<file path="config.mk">
export PLATFORM = sky130hd
export DESIGN_NAME = video_raster_sink_flat
export DESIGN_NICKNAME = d
export VERILOG_FILES = /design/src/rtl/video_raster_sink_if.sv /design/src/rtl/video_raster_sink.sv /design/src/flat_wrapper.sv
export SDC_FILE = /design/constraint.sdc
export NUM_CORES = 1
export LEC_CHECK = 0
export ABC_AREA = 1
export BUFFER_PORTS_ARGS = -buffer_cell sky130_fd_sc_hd__buf_2
export CORE_MARGIN = 2
export CORE_UTILIZATION = 45
export DETAILED_ROUTE_END_ITERATION = 16
export PLACE_DENSITY = 0.69
export SYNTH_ARGS = -nofsm -noshare
export SYNTH_HDL_FRONTEND = slang
export SYNTH_SLANG_ARGS = --single-unit
</file>
<file path="constraint.sdc">
create_clock -name Clock -period 2.2 [get_ports Clock]
set_input_delay 0.22 -clock Clock [delete_from_list [all_inputs] [get_ports Clock]]
set_output_delay 0.22 -clock Clock [all_outputs]
set_load 0.02 [all_outputs]
</file>
<file path="src/rtl/video_raster_sink_if.sv">
// Pull-stream link between the pixel source (master) and the raster sink (slave):
// the sink raises VideoReady and the source must present a valid word on video.
interface video_raster_sink_if;
   logic [23:0] video;
   logic        VideoReady;

   modport master (output video, input  VideoReady);
   modport slave  (input  video, output VideoReady);
endinterface

</file>
<file path="src/rtl/video_raster_sink.sv">
// Raster-timing video sink: pulls one pixel per active position and drives registered
// rgb/de/hsync/vsync/frame_start. Define RASTER_BORDER_EN to force a white frame border.
module video_raster_sink #(
   parameter int H_ACTIVE        = 640,
   parameter int H_FP            = 16,
   parameter int H_SYNC          = 96,
   parameter int H_BP            = 48,
   parameter int V_ACTIVE        = 480,
   parameter int V_FP            = 10,
   parameter int V_SYNC          = 2,
   parameter int V_BP            = 33,
   parameter int SYNC_ACTIVE_LOW = 1
) (
   input  logic                      Clock,
   input  logic                      Reset,
   input  logic                      Enable,
   video_raster_sink_if.slave        vid,
   output logic [23:0]               rgb,
   output logic                      de,
   output logic                      hsync,
   output logic                      vsync,
   output logic                      frame_start
);

   localparam logic [11:0] HA         = 12'(H_ACTIVE);
   localparam logic [11:0] VA         = 12'(V_ACTIVE);
   localparam logic [11:0] H_LAST     = 12'(H_ACTIVE + H_FP + H_SYNC + H_BP - 1);
   localparam logic [11:0] V_LAST     = 12'(V_ACTIVE + V_FP + V_SYNC + V_BP - 1);
   localparam logic [11:0] HS_FIRST   = 12'(H_ACTIVE + H_FP);
   localparam logic [11:0] HS_LAST    = 12'(H_ACTIVE + H_FP + H_SYNC - 1);
   localparam logic [11:0] VS_FIRST   = 12'(V_ACTIVE + V_FP);
   localparam logic [11:0] VS_LAST    = 12'(V_ACTIVE + V_FP + V_SYNC - 1);
   localparam logic        SYNC_ON    = (SYNC_ACTIVE_LOW == 0);
   localparam logic        SYNC_OFF   = ~SYNC_ON;

   localparam logic [1:0]  IDLE  = 2'd0;
   localparam logic [1:0]  RUN   = 2'd1;
   localparam logic [1:0]  DRAIN = 2'd2;

   logic [1:0]  state, state_nxt;
   logic [11:0] hcnt, vcnt;
   logic        running, line_end, frame_end, in_active, hs_act, vs_act;
   logic [23:0] pixel;

   assign running   = (state != IDLE);
   assign line_end  = (hcnt == H_LAST);
   assign frame_end = line_end && (vcnt == V_LAST);
   assign in_active = running && (hcnt < HA) && (vcnt < VA);
   assign hs_act    = running && (hcnt >= HS_FIRST) && (hcnt <= HS_LAST);
   assign vs_act    = running && (vcnt >= VS_FIRST) && (vcnt <= VS_LAST);

   // Gated by Reset so the source is never asked for a word on a cycle that resets.
   assign vid.VideoReady = in_active && !Reset;

`ifdef RASTER_BORDER_EN
   logic border;
   assign border = (hcnt == 12'd0) || (hcnt == HA - 12'd1) ||
                   (vcnt == 12'd0) || (vcnt == VA - 12'd1);
   assign pixel  = border ? 24'hFFFFFF : vid.video;
`else
   assign pixel  = vid.video;
`endif

   always_comb begin
      // NOTE: default assignment first, so no path through the case leaves state_nxt unassigned (no latch).
      state_nxt = state;
      case (state)
         IDLE:    if (Enable) state_nxt = RUN;
         RUN:     if (!Enable) state_nxt = DRAIN;
         DRAIN: begin
            if (Enable)         state_nxt = RUN;
            else if (frame_end) state_nxt = IDLE;
         end
         default: state_nxt = IDLE;
      endcase
   end

   always_ff @(posedge Clock) begin
      // NOTE: sequential state uses non-blocking assignments so every register samples pre-edge values.
      if (Reset) begin
         state       <= IDLE;
         hcnt        <= 12'd0;
         vcnt        <= 12'd0;
         rgb         <= 24'h000000;
         de          <= 1'b0;
         hsync       <= SYNC_OFF;
         vsync       <= SYNC_OFF;
         frame_start <= 1'b0;
      end else begin
         state <= state_nxt;
         if (!running) begin
            hcnt <= 12'd0;
            vcnt <= 12'd0;
         end else if (line_end) begin
            hcnt <= 12'd0;
            vcnt <= frame_end ? 12'd0 : vcnt + 12'd1;
         end else begin
            hcnt <= hcnt + 12'd1;
         end

         rgb         <= in_active ? pixel : 24'h000000;
         de          <= in_active;
         hsync       <= hs_act ? SYNC_ON : SYNC_OFF;
         vsync       <= vs_act ? SYNC_ON : SYNC_OFF;
         frame_start <= running && (hcnt == 12'd0) && (vcnt == 12'd0);
      end
   end

endmodule

</file>
<file path="src/flat_wrapper.sv">
// flat-port wrapper written by rule: the top's interface ports become plain ports
module video_raster_sink_flat 
#(
   parameter int H_ACTIVE        = 640,
   parameter int H_FP            = 16,
   parameter int H_SYNC          = 96,
   parameter int H_BP            = 48,
   parameter int V_ACTIVE        = 480,
   parameter int V_FP            = 10,
   parameter int V_SYNC          = 2,
   parameter int V_BP            = 33,
   parameter int SYNC_ACTIVE_LOW = 1
)
  (Clock, Reset, Enable, rgb, de, hsync, vsync, frame_start, vid_video, vid_VideoReady);
  video_raster_sink_if vid_i ();
  input  logic Clock;
  input  logic Reset;
  input  logic Enable;
  output logic [23:0] rgb;
  output logic de;
  output logic hsync;
  output logic vsync;
  output logic frame_start;
  input wire logic [$bits(vid_i.video)-1:0] vid_video;
  output wire logic [$bits(vid_i.VideoReady)-1:0] vid_VideoReady;
  assign vid_i.video = vid_video;
  assign vid_VideoReady = vid_i.VideoReady;
  video_raster_sink #(.H_ACTIVE(H_ACTIVE), .H_FP(H_FP), .H_SYNC(H_SYNC), .H_BP(H_BP), .V_ACTIVE(V_ACTIVE), .V_FP(V_FP), .V_SYNC(V_SYNC), .V_BP(V_BP), .SYNC_ACTIVE_LOW(SYNC_ACTIVE_LOW)) u_core (.Clock(Clock), .Reset(Reset), .Enable(Enable), .vid(vid_i), .rgb(rgb), .de(de), .hsync(hsync), .vsync(vsync), .frame_start(frame_start));
endmodule
</file>
==> flow_metrics.py, run 1 <==
metrics = {
    "layout": {
        "design_area_um2": 2770,
        "multi_input_area_um2": 978,
        "antenna_cells": 0,
        "nNetsFinal": 414,
        "seq_area_um2": 1080,
        "synthToLayoutAreaGrowth_pct": 18.2,
        "drive_gt1_share_pct": 20.4,
        "fillCellCount": 515,
    },
    "cts": {
        "post_cts_buffers": 0,
        "clock_latency_ns": 0.31,
        "numCtsBuffers": 5,
        "root_buffer": "clkbuf_8",
        "htree_levels": 2,
        "cts_tree": "yes",
        "cts.sinks": 54,
        "hold_buffers": 0,
        "clockBufferDepth": 2,
        "path_clk_slew_ns": 0.10,
        "cts_resized": 0,
    },
    "timing": {
        "finalHoldViolCount": 0,
        "period_minus_slack_ns": 1.75,
        "setup_violations": 0,
        "fin_tns_setup_ns": 0,
        "skew_ns": 0.00457,
        "slew_violations": 0,
        "rsz0062_at_grt": "no",
        "setup_ws_ns": 0.452,
        "maxSlewHeadroom_pct": 71.7,
        "fmax_ghz": 0.572,
        "period_share_pct": 79.4,
        "hold_slack_ns": 0.109,
        "worst_pin_slew_ns": 0.423,
    },
    "floorplan": {
        "die_h_um": 76.1,
        "core.rowCount": 26,
        "start_util_pct": 46.1,
        "coreArea_um2": 5070,
        "ioPinCount": 56,
        "die-area_um2": 5790,
        "die_w_um": 76.1,
    },
    "setup_path": {
        "cp_max_fo": 11,
        "required_ns": 2.45,
        "cp-start-kind": "flip-flop",
        "crit_type": "reg2reg",
        "arrival_ns": 2.00,
        "crit_path_end_kind": "flip-flop",
    },
    "routing": {
        "antenna_left": 0,
        "wl_per_cell_um": 10.6,
        "drc": 0,
        "via_count": 2062,
        "dr.pass1.iters": 4,
        "totalWireLength_um": 4820,
        "viasPerCell": 4.55,
        "first_iter_violations": 99,
    },
    "yosys": {
        "yosysWarnings": 0,
        "synth_nets": 356,
        "synth_area_leaders": "dfxtp_1 (46%), nor2_1 (11%), inv_1 (9.9%)",
        "ys_types": 27,
        "syn_inst": 324,
        "ys_seq_elements": 54,
        "synth_top_area_share_pct": 46.2,
        "synth.avg_cell_area_um2": 7.22,
        "yosysSeqAreaShare_pct": 46.2,
        "syn_area_um2": 2340,
        "yosysTopAreaCell": "dfxtp_1",
    },
    "global_routing": {
        "gr-total-overflow": 0,
        "grt_pass1_wl_um": 8270,
        "grt_pass1_vias": 1805,
        "grt_max_degree": 26,
        "antenna_found_initial": 0,
        "grt_use_total_pct": 17.4,
    },
    "placed_design": {
        "pre_cts_slack_ns": 0.461,
        "dp_hpwl_um": 3710,
        "place_congestion": 0.895,
        "dpl-instance-area_um2": 2670,
        "port_buffers": 55,
    },
    "power_and_ir_drop": {
        "vdd_drop_max_mv": 0.423,
        "p_per_area_nw_per_um2": 621,
        "leakage_nw": 1.31,
    },
    "hold_path": {
        "hold_class": "in2reg",
    },
    "job": {
        "cap_violations": 0,
    },
    "outcome": {
        "status": "complete, no violations",
    },
}
==> metal layers <==
layer / track usage, % / part of all wire [%] / vias to the layer above
li1: - / - / 1104
met1: 23.0 / 45 / 913
met2: 28.8 / 49 / 39
met3: 3.67 / 4.4 / 6
met4: 4.91 / 1.0 / 0
met5: 0 / 0 / -
==> cell families (layout without fill, tap and decap cells) <==
logic type	count (synthesis)	in the layout	synth area share (%)
simple gates	173	173	33.5
buf+inv	68	127	12.0
flops	54	54	46.2
compound gates	23	23	5.29
fa+ha+maj	5	5	2.67
xor+xnor	1	1	0.374
==> worst max-delay path, cell delays in order (launching register included) <==
cell,delay (ns)
dfxtp_1,0.36
ha_1,0.24
nand3_1,0.12
nor2_1,0.06
nand2_1,0.33
nor2_1,0.14
nor2_2,0.26
nand2_1,0.09
nor2_1,0.09
==> cells in the final DEF, fill, tap and decap left out, types with 4 or more instances in the layout <==
| master | synthesis | layout |
|---|---|---|
| nand3_1 | 19 | 19 |
| o21ai_0 | 4 | 4 |
| inv_1 | 62 | 62 |
| clkbuf_8 | 0 | 6 |
| nand2_1 | 56 | 56 |
| ha_1 | 5 | 5 |
| a21oi_1 | 13 | 13 |
| nor2_1 | 66 | 66 |
| nor3_1 | 9 | 9 |
| buf_2 | 2 | 55 |
| nor2_4 | 4 | 4 |
| dfxtp_1 | 54 | 54 |
==> layout make-up <==
type | instances | share of cell area [%]
clock inverter | 2 | 0.588
clock buffer | 6 | 2.99
inverter | 63 | 8.55
tap | 70 | 3.17
timing repair buffer | 56 | 10.2
sequential | 54 | 39.1
multi-input combinational | 202 | 35.4
==> final timing paths <==
path / from / endpoint / slack, ns / cells past startpoint
max: u_core.hcnt[0] / u_core.vcnt[9] / 0.45 / 8
min reg2reg: u_core.hcnt[11] / u_core.hcnt[11] / 0.48 / 2
max reg2reg: u_core.hcnt[0] / u_core.vcnt[9] / 0.45 / 8
min: vid_video[11] / u_core.rgb[11] / 0.11 / 3
==> sequential cells by signal, summed over array words and instances (netlist names) <==
name                cells
u_core.vcnt            12
u_core.hsync            1
u_core.hcnt            12
u_core.rgb             24
u_core.de               1
u_core.frame_start      1
u_core.state            2
u_core.vsync            1
==> metrics by stage <==
step	utilization (%)	total power, mW	instances
CTS	54.5	1.74	453
detailed placement	52.5	1.14	445
global placement	52.5	1.14	445
floorplan	-	1.09	324
global route	54.5	1.79	453
finish	54.5	1.72	453
==> cells in the mapped netlist (all sizes together) <==
cell type / count
a21oi: 13
buf: 5
dfxtp: 54
ha: 5
inv: 63
nand2: 59
nand3: 19
nand3b: 2
nand4: 3
nor2: 72
nor3: 12
nor3b: 2
nor4: 3
o2111ai: 1
o211ai: 1
o21ai: 7
o21bai: 1
or2: 1
xor2: 1
==> power breakdown <==
group / switching (mW) / internal [mW] / leakage (nW)
Clock: 0.340 / 0.260 / 0.0478
Sequential: 0.00595 / 0.997 / 0.438
Combinational: 0.0715 / 0.0438 / 0.820
Note: power is estimated with default switching activity, not from simulation.
==> inputs of run 2 (changes only) <==
- clock period: 2.2 -> 1.7 ns (I/O delays scaled with it)
==> run 2 against run 1 <==
Effect of this change:
- die area did not move
- sequential share of layout area fell by 1.3 points
- final cell count rose by 1.8%
- count of clock-buffer cells in the layout did not move
- highest routed layer unchanged
- cell area rose by 4.5%
- first-iteration DRC count fell by 14%
- sequential power rose by 30%
- combinational power rose by 36%
- largest power group unchanged
- critical path type is now reg2out
==> flow_metrics.py, run 2 (synthesis gave the netlist of run 1 again) <==
metrics = {
    "floorplan": {
        "core.rowCount": 26,
        "ioPinCount": 56,
        "die_w_um": 76.1,
        "coreArea_um2": 5070,
        "start_util_pct": 46.1,
        "die_h_um": 76.1,
        "die-area_um2": 5790,
    },
    "cts": {
        "root_buffer": "clkbuf_8",
        "cts_tree": "yes",
        "clock_latency_ns": 0.30,
        "htree_levels": 2,
        "cts.sinks": 54,
        "numCtsBuffers": 5,
        "clockBufferDepth": 2,
        "path_clk_slew_ns": 0.10,
    },
    "setup_path": {
        "slowest_stage": "dfxtp_4",
        "arrival_ns": 1.45,
        "cp_cell_sequence": "inv_1 > nand2_2 > nor3_4 > nor3_4 > nand2_4 > inv_1 > buf_2",
        "r2r_end": "u_core.vcnt[7]",
        "reg2reg_slack_ns": 0.17,
        "cp_max_fo": 8,
        "crit_path_end_kind": "output port",
        "critPathMaxStageDelay_ns": 0.38,
        "worstRegToRegCells": 8,
        "crit_family": "simple AND/OR/NAND/NOR gates",
        "path_buf_inv": 3,
        "cp-start-kind": "flip-flop",
        "required_ns": 1.53,
        "crit_type": "reg2out",
        "regToRegStartpoint": "u_core.hcnt[1]",
    },
    "global_routing": {
        "grt_use_total_pct": 18.7,
        "grt_pass1_vias": 2018,
        "antenna_found_initial": 0,
        "grt_max_degree": 20,
        "gr-usage-met3_pct": 3.32,
        "grt_use_met2_pct": 31.7,
        "gr-total-overflow": 0,
        "globalRouteMet1Util_pct": 24.2,
        "grt_busiest_layer": "met2",
        "grt_pass1_wl_um": 8890,
    },
    "routing": {
        "viasPerCell": 4.59,
        "drc": 0,
        "dr.pass1.iters": 5,
        "antenna_left": 0,
        "wl_per_cell_um": 11.0,
        "totalWireLength_um": 5060,
        "via_count": 2115,
        "first_iter_violations": 85,
    },
    "layout": {
        "nNetsFinal": 422,
        "drive_gt1_share_pct": 26.1,
        "regMostFlops": "u_core.rgb",
        "final_common_cell": "nor2_1",
        "largest_reg_flops": 24,
        "synthToLayoutAreaGrowth_pct": 23.5,
        "most-common-layout-cells": "nor2_1 (63), inv_1 (62), buf_2 (55), nand2_1 (52), dfxtp_1 (47)",
        "antenna_cells": 0,
        "largestRegisters": "u_core.rgb: 24 flops, u_core.hcnt: 12 flops, u_core.vcnt: 12 flops",
    },
    "power_and_ir_drop": {
        "p_per_area_nw_per_um2": 768,
        "swShare_pct": 24.0,
        "p_total_mw": 2.22,
        "p_clk_share_pct": 34.5,
        "leakage_nw": 1.36,
        "pwr-share-seq_pct": 58.4,
        "p_int_mw": 1.69,
        "pwr-share-comb_pct": 7.0,
        "vdd_drop_max_mv": 0.364,
        "switchingPower_mw": 0.532,
    },
    "timing": {
        "period_share_pct": 95.2,
        "fin_tns_setup_ns": 0,
        "setup_violations": 0,
        "period_minus_slack_ns": 1.62,
        "worst_pin_slew_ns": 0.346,
        "slew_violations": 0,
        "fmax_ghz": 0.618,
        "maxSlewHeadroom_pct": 76.8,
        "finalHoldViolCount": 0,
        "skew_ns": 0.00465,
    },
    "hold_path": {
        "hold_class": "in2reg",
        "min_from": "Reset",
        "hold_depth": 2,
        "holdPathEnd": "u_core.state[0]",
    },
    "placed_design": {
        "place_congestion": 0.815,
        "dp_hpwl_um": 3770,
        "port_buffers": 55,
    },
    "outcome": {
        "status": "complete, no violations",
    },
    "job": {
        "cap_violations": 0,
    },
}
==> run 2: cell types whose count changed in the layout (fill, tap and decap cells not counted), moves of 2 or more <==
cell      before  now
buf_4          1    9
dfxtp_1       54   47
dfxtp_2        0    6
nand2_1       56   52
nand2_2        3    6
nor2_1        66   63
clkinv_4       0    2
nor2_4         4    6
nor3_4         0    2
==> run 2: worst max path at each step <==
stage / end / cells after the start / startpoint
global route: vid_VideoReady / 7 / u_core.state[0]
CTS: vid_VideoReady / 6 / u_core.hcnt[9]
global placement: u_core.vcnt[2] / 8 / u_core.hcnt[0]
detailed placement: u_core.vcnt[3] / 8 / u_core.hcnt[0]
finish: vid_VideoReady / 7 / u_core.hcnt[8]
floorplan: u_core.vcnt[1] / 7 / u_core.hcnt[0]
==> run 2: power groups by stage <==
| stage | Clock, mW | Sequential [mW] | Combinational (mW) |
|---|---|---|---|
| after CTS | 0.801 | 1.30 | 0.151 |
| after floorplan | 0 | 1.36 | 0.0564 |
| after global routing | 0.852 | 1.30 | 0.175 |
| final | 0.767 | 1.30 | 0.156 |
| after global placement | 0 | 1.33 | 0.148 |
| after detailed placement | 0 | 1.33 | 0.149 |
==> run 2: worst register-to-register path, cell delays in order (launching register included) <==
cell     delay, ns
dfxtp_1       0.40
ha_2          0.21
nand2_1       0.10
nor2_4        0.18
nand3_1       0.09
nor2_1        0.21
inv_1         0.11
nand2_1       0.07
a21oi_1       0.07
==> run 2: per-layer routing <==
layer  vias to the layer above  routed length, um  share of wire (%)
met5                         -                  0                  0
met4                         0                 50               0.99
met3                         6                123                2.4
met2                        25               2510                 50
met1                       963               2380                 47
li1                       1121                  -                  -
==> run 2: timing repair <==
item	CTS	global route
pin swaps	0	6
gates resized for setup	1	21
setup endpoints to repair	1	11
cloned	0	0
hold buffers	0	0
buffers inserted	0	5
==> run 2: area by class of cell <==
cell class | instances | area [um2]
Multi-Input combinational cell | 202 | 1030
Inverter | 63 | 236
Tap cell | 70 | 87.6
Timing Repair Buffer | 64 | 343
Clock buffer | 6 | 82.6
Fill cell | 515 | 2180
Clock inverter | 2 | 17.5
Sequential cell | 54 | 1090
==> run 2: stage by stage <==
| stage | setup WS [ns] | hold slack, ns | area, um2 | utilization [%] | instances |
|---|---|---|---|---|---|
| 6_report | 0.0822 | 0.0494 | 2890 | 57.0 | 461 |
| 5_1_grt | -0.00341 | 0.0504 | 2890 | 57.0 | 461 |
| 4_1_cts | 0.00162 | 0.0477 | 2790 | 55.1 | 456 |
| 3_5_place_dp | 0.0985 | 0.384 | 2690 | 53.0 | 448 |
| 3_3_place_gp | 0.170 | 0.382 | 2690 | 53.0 | 448 |
| 2_1_floorplan | 0.361 | 0.242 | 2340 | - | 324 |
==> inputs of run 3 (changes only) <==
- CAP_MARGIN: not set -> 40
- GPL_TIMING_DRIVEN: not set -> 0
==> run 3 against run 2 <==
Effect of this change:
- fmax rose by 2.4%
- total power barely moved
- worst hold slack gained 0.0068 ns
- non-clock buffer count shrank 3
- clock skew is 0.0016 ns higher
- count of clock-buffer cells in the layout unchanged
- final cell count shrank 0.65%
==> flow_metrics.py, run 3 (synthesis gave the netlist of run 1 again) <==
metrics = {
    "outcome": {
        "status": "complete, no violations",
    },
    "floorplan": {
        "coreArea_um2": 5070,
        "die-area_um2": 5790,
        "ioPinCount": 56,
        "core.rowCount": 26,
        "start_util_pct": 46.1,
        "die_w_um": 76.1,
        "die_h_um": 76.1,
    },
    "timing": {
        "setup_violations": 0,
        "fin_tns_setup_ns": 0,
        "fmax_ghz": 0.633,
        "period_share_pct": 92.9,
        "skew_ns": 0.00624,
        "rsz0062_at_grt": "no",
        "hold_slack_ns": 0.0562,
        "maxSlewHeadroom_pct": 77.2,
        "period_minus_slack_ns": 1.58,
        "worst_pin_slew_ns": 0.339,
        "slew_violations": 0,
        "finalHoldViolCount": 0,
    },
    "layout": {
        "largest_reg_flops": 24,
        "instances_no_fill": 458,
        "most-common-layout-cells": "nor2_1 (65), inv_1 (62), buf_2 (56), nand2_1 (55), dfxtp_1 (53)",
        "final_common_cell": "nor2_1",
        "fillCellCount": 507,
        "drive_gt1_share_pct": 22.2,
        "regMostFlops": "u_core.rgb",
        "antenna_cells": 0,
        "nNetsFinal": 419,
        "synthToLayoutAreaGrowth_pct": 20.9,
        "largestRegisters": "u_core.rgb: 24 flops, u_core.hcnt: 12 flops, u_core.vcnt: 12 flops",
        "design_area_um2": 2830,
    },
    "routing": {
        "via_count": 2054,
        "first_iter_violations": 78,
        "antenna_left": 0,
        "drc": 0,
        "totalWireLength_um": 4740,
        "viasPerCell": 4.48,
        "wl_per_cell_um": 10.3,
        "dr.pass1.iters": 4,
    },
    "cts": {
        "htree_levels": 2,
        "cts.sinks": 54,
        "numCtsBuffers": 5,
        "clock_latency_ns": 0.31,
        "hold_buffers": 0,
        "root_buffer": "clkbuf_8",
        "path_clk_slew_ns": 0.10,
        "clockBufferDepth": 2,
        "cts_tree": "yes",
    },
    "hold_path": {
        "hold_class": "in2reg",
        "min_from": "Reset",
        "holdPathEnd": "u_core.state[0]",
        "hold_depth": 2,
    },
    "setup_path": {
        "path_common_cell": "inv_1",
        "crit_type": "reg2out",
        "r2r_end": "u_core.vcnt[0]",
        "cp_cell_sequence": "inv_1 > nand2_1 > nor3_1 > nor3_2 > nand2_4 > inv_1 > buf_2",
        "critPathMaxStageDelay_ns": 0.44,
        "cp_max_fo": 6,
        "required_ns": 1.53,
        "reg2reg_slack_ns": 0.16,
        "cp-start-kind": "flip-flop",
        "worstRegToRegCells": 7,
        "crit_path_end_kind": "output port",
        "arrival_ns": 1.41,
        "slowest_stage": "dfxtp_1",
        "regToRegStartpoint": "u_core.hcnt[1]",
    },
    "placed_design": {
        "dp_cells": 449,
        "dp_hpwl_um": 3560,
        "port_buffers": 55,
        "place_congestion": 0.872,
        "dpl-instance-area_um2": 2700,
    },
    "global_routing": {
        "grt_pass1_vias": 1797,
        "grt_use_total_pct": 17.1,
        "gr-total-overflow": 0,
        "grt_max_degree": 18,
        "antenna_found_initial": 0,
        "grt_pass1_wl_um": 8020,
    },
    "power_and_ir_drop": {
        "p_per_area_nw_per_um2": 786,
        "vdd_drop_max_mv": 0.423,
        "leakage_nw": 1.33,
    },
    "job": {
        "cap_violations": 0,
    },
}
[run 3: changes by cell type in the layout (fill, tap and decap cells not counted), sizes merged]
cell,delta
buf,-3
clkinvlp,+1
clkinv,-2
inv,+1
[run 3: critical path, delay by kind of cell (launching register included)]
kind | cells | cell delay (ns)
DFF | 1 | 0.44
and+or+nand+nor | 4 | 0.38
buffers and inverters | 3 | 0.28
[run 3: area by class of cell]
type	count	area, um2	area share, %
Timing Repair Buffer	57	290	10.3
Multi-Input combinational cell	202	993	35.1
Clock inverter	2	16.3	0.575
Buffer	4	38.8	1.37
Tap cell	70	87.6	3.10
Clock buffer	6	82.6	2.92
Sequential cell	54	1080	38.3
Inverter	63	236	8.36
[run 3: worst max path at each step]
| stage | start | endpoint | slack [ns] | cells after the start |
|---|---|---|---|---|
| CTS | u_core.state[0] | vid_VideoReady | 0.08 | 7 |
| global placement | u_core.state[0] | vid_VideoReady | 0.14 | 8 |
| global route | u_core.hcnt[11] | vid_VideoReady | 0.007 | 7 |
| floorplan | u_core.hcnt[0] | u_core.vcnt[1] | 0.36 | 7 |
| detailed placement | u_core.state[0] | vid_VideoReady | 0.12 | 8 |
| finish | u_core.hcnt[8] | vid_VideoReady | 0.12 | 7 |
[run 3: power breakdown]
part           internal (mW)  switching [mW]
sequential              1.29         0.00809
clock                  0.336           0.431
combinational         0.0625          0.0928
total                   1.69           0.532
[run 3: per-stage QoR]
step                      setup slack, ns  power [mW]  utilization [%]
after global placement              0.144        1.48             53.3
after CTS                          0.0843        2.25             55.5
final                               0.121        2.22             55.7
after floorplan                     0.361        1.41                -
after detailed placement            0.123        1.48             53.3
after global routing              0.00687        2.33             55.7
[run 3: repair_timing]
action	4_1_cts	5_1_grt
resized for setup	4	1
pin swaps	0	1
buffers inserted	1	1
setup endpoints to repair	1	3
[run 3: routing by layer]
metal  part of all wire, %  up-vias  track usage, %
li1                      -     1110               -
met1                    47      916            21.4
met2                    49       22            28.7
met3                   2.8        6            4.03
met4                   1.3        0            6.55
met5                     0        -               0
